**src/rtl/rule_sched_pkg.sv**
```systemverilog
// Shared helpers for the rule scheduler: pointer width, popcount and
// conflict-matrix indexing.
package rule_sched_pkg;

    localparam int MAX_RULES = 64;

    function automatic int ptr_width(input int n);
        return (n > 1) ? $clog2(n) : 1;
    endfunction

    function automatic logic [31:0] popcount(input logic [MAX_RULES-1:0] v);
        logic [31:0] c;
        c = 32'd0;
        for (int i = 0; i < MAX_RULES; i++) begin
            c = c + {31'd0, v[i]};
        end
        return c;
    endfunction

    function automatic int cidx(input int i, input int j, input int n);
        return i * n + j;
    endfunction

endpackage

```
**src/rtl/rule_scheduler_if.sv**
```systemverilog
// Rule guard/enable vectors plus the debug control and status signals of the
// rule scheduler.
interface rule_scheduler_if #(
    parameter int RULE_COUNT = 8
);
    logic [RULE_COUNT-1:0] rule_ready;
    logic [RULE_COUNT-1:0] rule_enable;
    logic                  cfg_mask__ENA;
    logic [RULE_COUNT-1:0] cfg_mask_v;
    logic                  cfg_mask__RDY;
    logic                  cfg_run__ENA;
    logic                  cfg_run_v;
    logic                  step__ENA;
    logic                  step__RDY;
    logic [31:0]           fire_count;
    logic                  idle;

    modport master (
        output rule_ready, cfg_mask__ENA, cfg_mask_v, cfg_run__ENA, cfg_run_v, step__ENA,
        input  rule_enable, cfg_mask__RDY, step__RDY, fire_count, idle
    );

    modport slave (
        input  rule_ready, cfg_mask__ENA, cfg_mask_v, cfg_run__ENA, cfg_run_v, step__ENA,
        output rule_enable, cfg_mask__RDY, step__RDY, fire_count, idle
    );
endinterface

```
**src/rtl/rule_sched_pick.sv**
```systemverilog
// Combinational greedy picker: scans from ptr with wrap-around and grants every
// eligible rule that does not conflict with a rule already granted.
module rule_sched_pick
    import rule_sched_pkg::*;
#(
    parameter int                               RULE_COUNT = 8,
    parameter logic [RULE_COUNT*RULE_COUNT-1:0] CONFLICT   = '0,
    parameter int                               PTR_W      = ptr_width(RULE_COUNT)
) (
    input  logic [RULE_COUNT-1:0] elig,
    input  logic [PTR_W-1:0]      ptr,
    output logic [RULE_COUNT-1:0] grant,
    output logic [PTR_W-1:0]      first_idx
);

    logic found_s;
    logic blocked_s;

    // Rotating scan; the conflict matrix is treated as symmetric
    always_comb begin
        grant     = '0;
        first_idx = '0;
        found_s   = 1'b0;
        blocked_s = 1'b0;
        for (int s = 0; s < RULE_COUNT; s++) begin
            for (int k = 0; k < RULE_COUNT; k++) begin
                if (((int'(ptr) + s) % RULE_COUNT) == k) begin
                    blocked_s = 1'b0;
                    for (int j = 0; j < RULE_COUNT; j++) begin
                        if (grant[j] && (j != k) &&
                            (CONFLICT[cidx(k, j, RULE_COUNT)] || CONFLICT[cidx(j, k, RULE_COUNT)])) begin
                            blocked_s = 1'b1;
                        end else begin
                            blocked_s = blocked_s;
                        end
                    end
                    if (elig[k] && !blocked_s) begin
                        grant[k] = 1'b1;
                        if (!found_s) begin
                            first_idx = PTR_W'(k);
                            found_s   = 1'b1;
                        end else begin
                            found_s   = found_s;
                        end
                    end else begin
                        grant[k] = grant[k];
                    end
                end else begin
                    blocked_s = blocked_s;
                end
            end
        end
    end

endmodule

```
**src/rtl/rule_scheduler.sv**
```systemverilog
// Central rule scheduler: fires a maximal conflict-free set of ready rules per
// cycle with rotating priority, plus run/step control, rule mask and fire counter.
module rule_scheduler
    import rule_sched_pkg::*;
#(
    parameter int                               RULE_COUNT   = 8,
    parameter logic [RULE_COUNT*RULE_COUNT-1:0] CONFLICT     = '0,
    parameter logic                             RUN_AT_RESET = 1'b1
) (
    input logic             CLK,
    input logic             RST,
    rule_scheduler_if.slave bus
);

    localparam int               PTR_W    = ptr_width(RULE_COUNT);
    localparam logic [PTR_W-1:0] LAST_IDX = PTR_W'(RULE_COUNT - 1);

    logic [PTR_W-1:0]      ptr_r;
    logic [RULE_COUNT-1:0] mask_r;
    logic                  run_r;
    logic                  step_pending_r;
    logic [31:0]           fire_count_r;

    logic [RULE_COUNT-1:0] elig_s;
    logic [RULE_COUNT-1:0] grant_s;
    logic [RULE_COUNT-1:0] enable_s;
    logic [PTR_W-1:0]      first_idx_s;
    logic                  active_s;
    logic                  any_grant_s;
    logic                  step_rdy_s;
    logic [32:0]           fire_sum_s;

    assign elig_s      = bus.rule_ready & mask_r;
    assign active_s    = run_r | step_pending_r;
    assign step_rdy_s  = ~run_r & ~step_pending_r;
    assign any_grant_s = |enable_s;
    assign fire_sum_s  = {1'b0, fire_count_r} + {1'b0, popcount(MAX_RULES'(enable_s))};

    rule_sched_pick #(
        .RULE_COUNT (RULE_COUNT),
        .CONFLICT   (CONFLICT),
        .PTR_W      (PTR_W)
    ) u_pick (
        .elig      (elig_s),
        .ptr       (ptr_r),
        .grant     (grant_s),
        .first_idx (first_idx_s)
    );

    // Reset forces all enables low; a halted scheduler fires nothing
    always_comb begin
        enable_s = '0;
        if (RST) begin
            enable_s = '0;
        end else if (active_s) begin
            enable_s = grant_s;
        end else begin
            enable_s = '0;
        end
    end

    assign bus.rule_enable   = enable_s;
    assign bus.cfg_mask__RDY = 1'b1;
    assign bus.step__RDY     = step_rdy_s;
    assign bus.fire_count    = fire_count_r;
    assign bus.idle          = (elig_s == '0);

    // Priority pointer, mask, run/step state and saturating fire counter
    always_ff @(posedge CLK) begin
        if (RST) begin
            ptr_r          <= '0;
            mask_r         <= '1;
            run_r          <= RUN_AT_RESET;
            step_pending_r <= 1'b0;
            fire_count_r   <= 32'd0;
        end else begin
            if (any_grant_s) begin
                ptr_r <= (first_idx_s == LAST_IDX) ? '0 : first_idx_s + PTR_W'(1);
            end else begin
                ptr_r <= ptr_r;
            end

            if (bus.cfg_mask__ENA) begin
                mask_r <= bus.cfg_mask_v;
            end else begin
                mask_r <= mask_r;
            end

            if (bus.cfg_run__ENA) begin
                run_r <= bus.cfg_run_v;
            end else begin
                run_r <= run_r;
            end

            // cfg_run wins over a simultaneous step request
            if (bus.cfg_run__ENA && bus.cfg_run_v) begin
                step_pending_r <= 1'b0;
            end else if (!run_r && step_pending_r && any_grant_s) begin
                step_pending_r <= 1'b0;
            end else if (bus.step__ENA && step_rdy_s && !bus.cfg_run__ENA) begin
                step_pending_r <= 1'b1;
            end else begin
                step_pending_r <= step_pending_r;
            end

            fire_count_r <= fire_sum_s[32] ? 32'hFFFF_FFFF : fire_sum_s[31:0];
        end
    end

endmodule

```
**src/flat_wrapper.sv**
```systemverilog
// flat-port wrapper written by rule: the top's interface ports become plain ports
module rule_scheduler_flat import rule_sched_pkg::*;
#(
    parameter int                               RULE_COUNT   = 8,
    parameter logic [RULE_COUNT*RULE_COUNT-1:0] CONFLICT     = '0,
    parameter logic                             RUN_AT_RESET = 1'b1
)
  (CLK, RST, bus_rule_ready, bus_cfg_mask__ENA, bus_cfg_mask_v, bus_cfg_run__ENA, bus_cfg_run_v, bus_step__ENA, bus_rule_enable, bus_cfg_mask__RDY, bus_step__RDY, bus_fire_count, bus_idle);
  rule_scheduler_if #(.RULE_COUNT(RULE_COUNT)) bus_i ();
  input logic CLK;
  input logic RST;
  input wire logic [$bits(bus_i.rule_ready)-1:0] bus_rule_ready;
  input wire logic [$bits(bus_i.cfg_mask__ENA)-1:0] bus_cfg_mask__ENA;
  input wire logic [$bits(bus_i.cfg_mask_v)-1:0] bus_cfg_mask_v;
  input wire logic [$bits(bus_i.cfg_run__ENA)-1:0] bus_cfg_run__ENA;
  input wire logic [$bits(bus_i.cfg_run_v)-1:0] bus_cfg_run_v;
  input wire logic [$bits(bus_i.step__ENA)-1:0] bus_step__ENA;
  output wire logic [$bits(bus_i.rule_enable)-1:0] bus_rule_enable;
  output wire logic [$bits(bus_i.cfg_mask__RDY)-1:0] bus_cfg_mask__RDY;
  output wire logic [$bits(bus_i.step__RDY)-1:0] bus_step__RDY;
  output wire logic [$bits(bus_i.fire_count)-1:0] bus_fire_count;
  output wire logic [$bits(bus_i.idle)-1:0] bus_idle;
  assign bus_i.rule_ready = bus_rule_ready;
  assign bus_i.cfg_mask__ENA = bus_cfg_mask__ENA;
  assign bus_i.cfg_mask_v = bus_cfg_mask_v;
  assign bus_i.cfg_run__ENA = bus_cfg_run__ENA;
  assign bus_i.cfg_run_v = bus_cfg_run_v;
  assign bus_i.step__ENA = bus_step__ENA;
  assign bus_rule_enable = bus_i.rule_enable;
  assign bus_cfg_mask__RDY = bus_i.cfg_mask__RDY;
  assign bus_step__RDY = bus_i.step__RDY;
  assign bus_fire_count = bus_i.fire_count;
  assign bus_idle = bus_i.idle;
  rule_scheduler #(.RULE_COUNT(RULE_COUNT), .CONFLICT(CONFLICT), .RUN_AT_RESET(RUN_AT_RESET)) u_core (.CLK(CLK), .RST(RST), .bus(bus_i));
endmodule
```
**config.mk**
```make
export PLATFORM = sky130hd
export DESIGN_NAME = rule_scheduler_flat
export DESIGN_NICKNAME = d
export VERILOG_FILES = /design/src/rtl/rule_sched_pkg.sv /design/src/rtl/rule_scheduler_if.sv /design/src/rtl/rule_sched_pick.sv /design/src/rtl/rule_scheduler.sv /design/src/flat_wrapper.sv
export SDC_FILE = /design/constraint.sdc
export NUM_CORES = 1
export LEC_CHECK = 0
export ABC_AREA = 0
export CAP_MARGIN = 20
export CORE_ASPECT_RATIO = 1.2
export CORE_MARGIN = 2
export CORE_UTILIZATION = 29
export DETAILED_ROUTE_END_ITERATION = 10
export GPL_TIMING_DRIVEN = 0
export PLACE_DENSITY = 0.6
export SYNTH_ARGS = -nofsm -noshare
export SYNTH_HDL_FRONTEND = slang
export SYNTH_SLANG_ARGS = --single-unit
```
**constraint.sdc**
```tcl
create_clock -name CLK -period 11.25 [get_ports CLK]
set_input_delay 2.25 -clock CLK [delete_from_list [all_inputs] [get_ports CLK]]
set_output_delay 2.25 -clock CLK [all_outputs]
set_load 0.01 [all_outputs]
```
==> metrics list, run 1 <==
* Reg-to-reg setup timing slack: 4.10 ns
* P per Cell Area: 169 nW/um^2
* Mean area per synthesized cell: 7.68 sq um
- Footprint of the multi-input gates: 2610 sq um
- The via count of the first global-routing pass was 4,053.
* Commonest non-fill, non-tap cell in the layout: sky130_fd_sc_hd__clkdlybuf4s50_1
* Post-layout power: 798 uW
- First-pass GRT wire length: 21,800 um
- Dominant synthesized flop cell: sky130_fd_sc_hd__dfxtp_1
- The floorplan step defined a core boundary enclosing 12,600 sq um.
- Fraction of registers with async set/reset: 0
* Insertion delay to the later sink of the worst-skew pair: 0.29 ns
* Initial cell density of the core: 0.295
- Clock edge transition at the registers on the reported setup and hold paths: 0.06 ns
- Setup violations remaining at the end of the flow were counted as 0.
- Using the TritonRoute via totals, the vias-per-cell ratio works out to 5.76.
- Sequential share of power: 0.231
- CTS saw 45 sinks.
* Post-route fraction of the period consumed by the critical path: 0.722
* Final period demand of the worst path: 8.12 ns
* Number of port buffers: 62
- For the worst setup path, the data arrival time is 8.33 ns.
- Summed over all failing endpoints, the final setup total negative slack is 0 ns.
- Across every metal layer, demand over resource in global routing totals 0.201.
- Path category of the worst min-delay check: flip-flop to flip-flop
* Overflow left after global routing: 0
- No sink is reached through more buffers than the 2 on the longest clock path.
- Clock share of power: 0.236
- For this run, the detailed router's first-pass iteration total came to 5.
* H-Tree Level Count: 2
* Cell Area, Synth: 3720 sq um
- Hold Vio Cnt, Final: 0
* Post-synthesis net count: 525
- Share of final-layout standard cells stronger than drive strength 1: 0.0614
- Cell count after synthesis: 484
- Maximum number of pins on one net before global-route repair: 15
* Number of diodes: 0
- Max-capacitance violation count: 0
* Critical Path End: u_core.bus.fire_count[17]
* Floorplan die area: 13,700 sq um
- The most critical setup path has its startpoint at bus_rule_ready[1].
* Average detailed-routed wire length per instance: 19.1 um
* TritonCTS clock tree: built
- The worst setup path is launched from an input pin.
* Data required time at the worst endpoint: 11.46 ns
* Num ports: 65
- Resize count post-CTS: 0
- The count of nets left with antenna violations once routing finished came out at 0.
- Final standard cell area without fillers: 4730 sq um
* Hold Path Cell Cnt: 1
- After detailed routing, the number of remaining DRC violations is 0.
- The worst setup path is captured at a flip-flop.
* Rows: 45
- FF/Latch Area: 901 sq um
* Reg-to-reg critical path endpoint: u_core.bus.fire_count[17]
* RSZ-0062 raised after global routing: false
* LEAKAGE: 0.00175 uW
* Vertical die dimension: 128 um
- After layout, the worst setup slack is 3.13 ns.
- For this run, the number of Yosys warnings is 0.
- The share of the Yosys chip area taken by registers is 0.242.
* VDD IR max: 0.000115 V
- For the worst flop-to-flop path, the logic depth is 23.
- DP Worst Slack: 2.88 ns
* Fill count: 1,327
- The analysis attributes to net switching a power of 342 uW.
- After clock tree synthesis, the flow added hold-fix buffers numbering 0.
- The share of total power dissipated in combinational logic is 0.532.
* Initial antenna violation count: 0
- Counting the buffers created by CTS gives 5.
* Total routed wirelength: 13,700 um
- For this block, the via count after detailed routing is 4,137.
* Most frequent cells in the layout: sky130_fd_sc_hd__clkdlybuf4s50_1, sky130_fd_sc_hd__dfxtp_1, sky130_fd_sc_hd__nand2_1, sky130_fd_sc_hd__a21oi_1, sky130_fd_sc_hd__nor2_1
* Fin nets: 594
- Initial drt markers: 324
- From synthesis to final layout, the design area changed by 27.3%.
* Number of buffers added for setup after CTS: 0
* Placer Congestion: 1.04
- Clock tree root driver cell: sky130_fd_sc_hd__clkbuf_16
- The HPWL after detailed placement is 10,600 um.
- Switching fraction of total power: 0.428
- Measured against its own limit, the worst slew margin works out to 0.317.
- Skew final: 0.00267 ns
- Final Slew Violations: 0
* Highest net fanout along the worst path: 10
- Total cell area at the placement stage: 4540 sq um
* Internal power: 457 uW
- In this run, synthesis produced a sequential element count of 45.
- WS Path Type: input pin to flip-flop
- The worst register-to-register path begins at u_core.ptr_r[2].
- For this run, the top clock speed supported by timing is 123 MHz.
- Number of enable-type register cells in the synthesized netlist: 0
- The die is 107 um wide.
- Slew @ Worst Pin: 1.01 ns
- The flow ran to the end, and the final reports show no timing, DRC or antenna violations.
- The netlist uses 75 different library cells.
## how the worst min path moves through the flow
stage                     startpoint                     to  slack [ns]
4_1_cts        u_core.step_pending_r  u_core.step_pending_r        0.47
5_1_grt        u_core.step_pending_r  u_core.step_pending_r        0.49
2_1_floorplan  u_core.step_pending_r  u_core.step_pending_r        0.43
3_5_place_dp   u_core.step_pending_r  u_core.step_pending_r        0.46
3_3_place_gp   u_core.step_pending_r  u_core.step_pending_r        0.45
6_report       u_core.step_pending_r  u_core.step_pending_r        0.46
## power groups by stage
stage | clock [uW] | sequential [uW] | combinational, uW
after CTS | 192 | 184 | 415
after detailed placement | 0 | 188 | 411
after global routing | 198 | 186 | 461
after floorplan | 0 | 184 | 285
after global placement | 0 | 188 | 415
final | 189 | 185 | 425
## cell type report
| cell class | count | share of cell area |
|---|---|---|
| Multi-Input combinational cell | 391 | 0.551 |
| Sequential cell | 45 | 0.190 |
| Timing Repair Buffer | 62 | 0.131 |
| Tap cell | 164 | 0.0434 |
| Clock buffer | 5 | 0.0264 |
| Buffer | 26 | 0.0262 |
| Inverter | 22 | 0.0174 |
| Clock inverter | 3 | 0.0137 |
## Yosys cell counts, drive strengths merged (10+ instances only)
cell	count	area share
nor2b	12	0.020
nor4	10	0.021
nor2	37	0.037
inv	22	0.022
nand2	41	0.041
buf	15	0.022
o21ai	14	0.019
nand3	30	0.040
nor3	27	0.038
dfxtp	45	0.24
xnor2	12	0.028
a21oi	41	0.055
xor2	13	0.031
a211o	10	0.024
nand4	13	0.026
clkbuf	11	0.011
ha	14	0.047
## critical path, cell delays in order
cell and delay [ns]:
sky130_fd_sc_hd__clkdlybuf4s50_1 0.57, sky130_fd_sc_hd__and2_1 0.30, sky130_fd_sc_hd__o21ai_0 0.13, sky130_fd_sc_hd__or2_2 0.30, sky130_fd_sc_hd__ha_1 0.28, sky130_fd_sc_hd__inv_1 0.05
sky130_fd_sc_hd__fa_1 0.50, sky130_fd_sc_hd__fa_1 0.43, sky130_fd_sc_hd__fa_1 0.41, sky130_fd_sc_hd__fa_1 0.39, sky130_fd_sc_hd__xnor2_1 0.14, sky130_fd_sc_hd__ha_1 0.33
sky130_fd_sc_hd__a21o_1 0.12, sky130_fd_sc_hd__a21oi_1 0.17, sky130_fd_sc_hd__nor4_1 0.63, sky130_fd_sc_hd__nand2_1 0.25, sky130_fd_sc_hd__or3_1 0.44, sky130_fd_sc_hd__buf_2 0.20
sky130_fd_sc_hd__buf_1 0.24, sky130_fd_sc_hd__a21oi_1 0.19
## flip-flops by register name (all words and copies together), names as in the netlist
| signal | cells |
|---|---|
| u_core.bus.fire_count | 32 |
| u_core.step_pending_r | 1 |
| u_core.mask_r | 8 |
| u_core.run_r | 1 |
| u_core.ptr_r | 3 |
## metrics by stage
stage	cells	hold slack [ns]	utilization
after floorplan	484	0.431	-
after global placement	710	0.448	0.360
after detailed placement	710	0.457	0.360
after CTS	718	0.468	0.375
after global routing	718	0.493	0.375
final	718	0.465	0.375
## cell families after synthesis
kind of cell / after synthesis / synth area share
XOR/XNOR: 25 / 0.0589
AND/OR/NAND/NOR: 221 / 0.330
flip-flops: 45 / 0.242
AO/OA/AOI/OAI: 120 / 0.225
other: 1 / 0.00101
multiplexers: 5 / 0.0135
adder cells (fa/ha/maj): 19 / 0.0741
buffers and inverters: 48 / 0.0555
## layer usage
layer  GRT usage  share of wire  vias to the layer above
li1            -              -                     1932
met1       0.244           0.39                     1939
met2       0.341           0.48                      228
met3      0.0427          0.092                       38
met4      0.0867          0.038                        0
met5           0              0                        -
Note: power is estimated with default switching activity, not from simulation.
==> run 2, diff against run 1 <==
==> constraint.sdc (replaced) <==
create_clock -name CLK -period 7.9 [get_ports CLK]
set_input_delay 1.58 -clock CLK [delete_from_list [all_inputs] [get_ports CLK]]
set_output_delay 1.58 -clock CLK [all_outputs]
set_load 0.01 [all_outputs]
==> results of run 2 <==
The final DEF is identical to that of run 1. Status: complete, no violations.
Among the figures that moved: setup slack after placement 2.88 ns -> 0.201 ns; setup slack after layout 3.13 ns -> 0.450 ns; register-to-register setup slack 4.10 ns -> 0.75 ns; total power 798 uW -> 1140 uW; worst IR drop on VDD 0.000115 V -> 0.000164 V
==> run 3, diff against run 2 <==
--- a/config.mk
+++ b/config.mk
@@ -8,11 +8,10 @@
 export ABC_AREA = 0
 export CAP_MARGIN = 20
 export CORE_ASPECT_RATIO = 1.2
-export CORE_MARGIN = 2
-export CORE_UTILIZATION = 29
+export CORE_UTILIZATION = 45
 export DETAILED_ROUTE_END_ITERATION = 10
 export GPL_TIMING_DRIVEN = 0
-export PLACE_DENSITY = 0.6
+export PLACE_DENSITY = 0.81
 export SYNTH_ARGS = -nofsm -noshare
 export SYNTH_HDL_FRONTEND = slang
 export SYNTH_SLANG_ARGS = --single-unit
==> metrics list, run 3 (synthesis gave the netlist of run 1 again) <==
- FF/Latch Area: 901 sq um
* Post-layout power: 1010 uW
- The internal power of the cells totals 534 uW.
- STA puts the critical path data required time at 8.13 ns.
- Worst r2r path cells: 23
* Overall die width: 85.0 um
- Data arrives at the worst endpoint at 7.66 ns.
- The number of hold buffers added after CTS was 0.
- Logic pwr share: 0.594
* Global-route met2 utilization: 0.539
- Detailed routing inserted a total of 4,119 vias.
* VDD IR max: 0.000177 V
* Startpoint of the most critical register-to-register path: u_core.ptr_r[2]
- Number of diodes: 0
- In this run the power spent charging and discharging nets is 481 uW.
* Global route hottest layer: met2
- Number of buffers added for setup after CTS: 0
- For this run, the total global-route usage over all layers was measured as 0.303.
- Core Region: 7840 sq um
- CTS placed an instance of sky130_fd_sc_hd__clkbuf_8 at the clock tree root.
- Number of sinks on the clock net: 45
- Resize count post-CTS: 0
- The worst setup path is captured at a flip-flop.
* First-pass GRT wire length: 20,400 um
- Once layout is complete, the utilization of the core stands at 0.580.
* Post-route fraction of the period consumed by the critical path: 0.940
* Vias per cell: 6.38
* Clock share of power: 0.148
* DRC: 3
* Overflow left after global routing: 0
- Setup Total Neg Slack: 0 ns
- Based on the critical path, the design can be clocked at up to 135 MHz.
* Flip-flop count of the largest register, all copies and words added: 32
* Crit. Startpoint: bus_rule_ready[1]
- Initial drt markers: 568
- 65 I/O pins were placed.
- Router iterations before antenna repair: 10
- The share of total power dissipated in sequential elements is 0.258.
* Worst Hold Margin: 0.481 ns
* Floorplan die area: 8630 sq um
* Number of buffers created by CTS: 5
- Category of the worst setup path launch point: input pin
- By startpoint and endpoint, the worst setup path is classified as input pin to flip-flop.
* Total routed wirelength: 13,000 um
- Skew final: 0.00708 ns
- After filler insertion, the fill cell instance count of the layout stands at 722.
- TritonCTS clock tree: built
* Outcome: finished with violations
- Area added between synthesis and finish: 22.3%
- From bottom edge to top edge, the die measures 102 um.
- Summed over all cells, the static leakage comes to 0.00170 uW.
- Counting I/O delays and the setup requirement, the final critical path takes 7.42 ns.
- Hold Vio Cnt, Final: 0
- Max-capacitance violation count: 0
- The H-tree was split into 2 levels.
- Failing checks: design-rule violations
- In the global route stage, met1 resource usage came out at 0.341.
- Switching fraction of total power: 0.474
- For this run, global-route usage on met3 was measured as 0.0399.
- The final count of pins violating max slew is 0.
- Highest net fanout along the worst path: 10
* Rows: 35
- Most frequent cells in the layout: sky130_fd_sc_hd__clkdlybuf4s50_1, sky130_fd_sc_hd__dfxtp_1, sky130_fd_sc_hd__nand2_1, sky130_fd_sc_hd__a21oi_1, sky130_fd_sc_hd__nor2_1
- Total of endpoints with negative setup slack in the final report: 0
* Insertion delay to the later sink of the worst-skew pair: 0.30 ns
- The initial utilization of the core area, before any placement, comes to 0.474.
* Detail Placement HPWL: 10,000 um
* Placer Congestion: 1.06
- Along the worst hold path, the cell count comes to 1.
* Footprint of the multi-input gates: 2610 sq um
* Vias in the first global route: 3,917
- Of the cells placed in the final design, the portion with a size suffix greater than 1 is 0.0614.
* Slew @ Worst Pin: 1.06 ns
- Worst slew margin: 0.286
- Commonest non-fill, non-tap cell in the layout: sky130_fd_sc_hd__clkdlybuf4s50_1
* Path category of the worst min-delay check: flip-flop to flip-flop
- Setup repair after global routing left no endpoint under its margin.
- Average detailed-routed wire length per instance: 20.1 um
- Summing all non-filler instances in the final layout gives an area of 4550 sq um.
- Input and output buffers added on the ports amount to 62.
* Maximum number of pins on one net before global-route repair: 17
- Dividing total power by cell area gives a power density of 223 nW/um^2.
- The clock passes through at most 2 buffers.
- The count of nets left with antenna violations once routing finished came out at 0.
- The net count of the finished layout is 594.
- After clock tree synthesis, the clock-pin slew on the worst setup and hold paths is 0.09 ns.
- Hold wc startpoint: u_core.step_pending_r
* Total cell area at the placement stage: 4450 sq um
- The initial antenna violation count is 0.
## run 3: worst max-delay path, cell delays in order
cell and delay [ns]:
sky130_fd_sc_hd__clkdlybuf4s50_1 0.54, sky130_fd_sc_hd__and2_1 0.27, sky130_fd_sc_hd__o21ai_0 0.11, sky130_fd_sc_hd__or2_2 0.30, sky130_fd_sc_hd__ha_1 0.28, sky130_fd_sc_hd__inv_1 0.05
sky130_fd_sc_hd__fa_1 0.51, sky130_fd_sc_hd__fa_1 0.44, sky130_fd_sc_hd__fa_1 0.41, sky130_fd_sc_hd__fa_1 0.39, sky130_fd_sc_hd__xnor2_1 0.14, sky130_fd_sc_hd__ha_1 0.32
sky130_fd_sc_hd__a21o_1 0.12, sky130_fd_sc_hd__a21oi_1 0.17, sky130_fd_sc_hd__nor4_1 0.66, sky130_fd_sc_hd__nand2_1 0.27, sky130_fd_sc_hd__or3_1 0.44, sky130_fd_sc_hd__buf_2 0.20
sky130_fd_sc_hd__buf_1 0.26, sky130_fd_sc_hd__a21oi_1 0.20
## run 3: power by group through the flow
stage	registers [uW]	clock network (uW)	logic, uW
2_1_floorplan	263	0	406
3_3_place_gp	266	0	582
3_5_place_dp	266	0	580
4_1_cts	261	154	582
5_1_grt	263	160	651
6_report	262	150	603
## run 3: routing by layer
layer | wire length (um) | vias up
met1 | 4830 | 1899
met3 | 1100 | 63
li1 | - | 1934
met4 | 847 | 0
met5 | 0 | -
met2 | 6230 | 223
## run 3: layout make-up
type | count | share of cell area
buffer | 26 | 0.0272
clock inverter | 3 | 0.00550
tap | 92 | 0.0253
multi-input combinational | 391 | 0.574
timing repair buffer | 62 | 0.136
clock buffer | 5 | 0.0151
inverter | 22 | 0.0182
sequential | 45 | 0.198
## run 3: through the flow
| stage | setup WS, ns | instances |
|---|---|---|
| after floorplan | 1.18 | 484 |
| after global placement | 0.308 | 638 |
| after detailed placement | 0.227 | 638 |
| final | 0.477 | 646 |
| after CTS | 0.535 | 646 |
| after global routing | 0.0767 | 646 |
## run 3: path summary, 6_finish.rpt
check,endpoint,slack (ns)
max,u_core.bus.fire_count[12],0.48
min reg2reg,u_core.step_pending_r,0.48
max reg2reg,u_core.bus.fire_count[12],0.69
min,u_core.step_pending_r,0.48
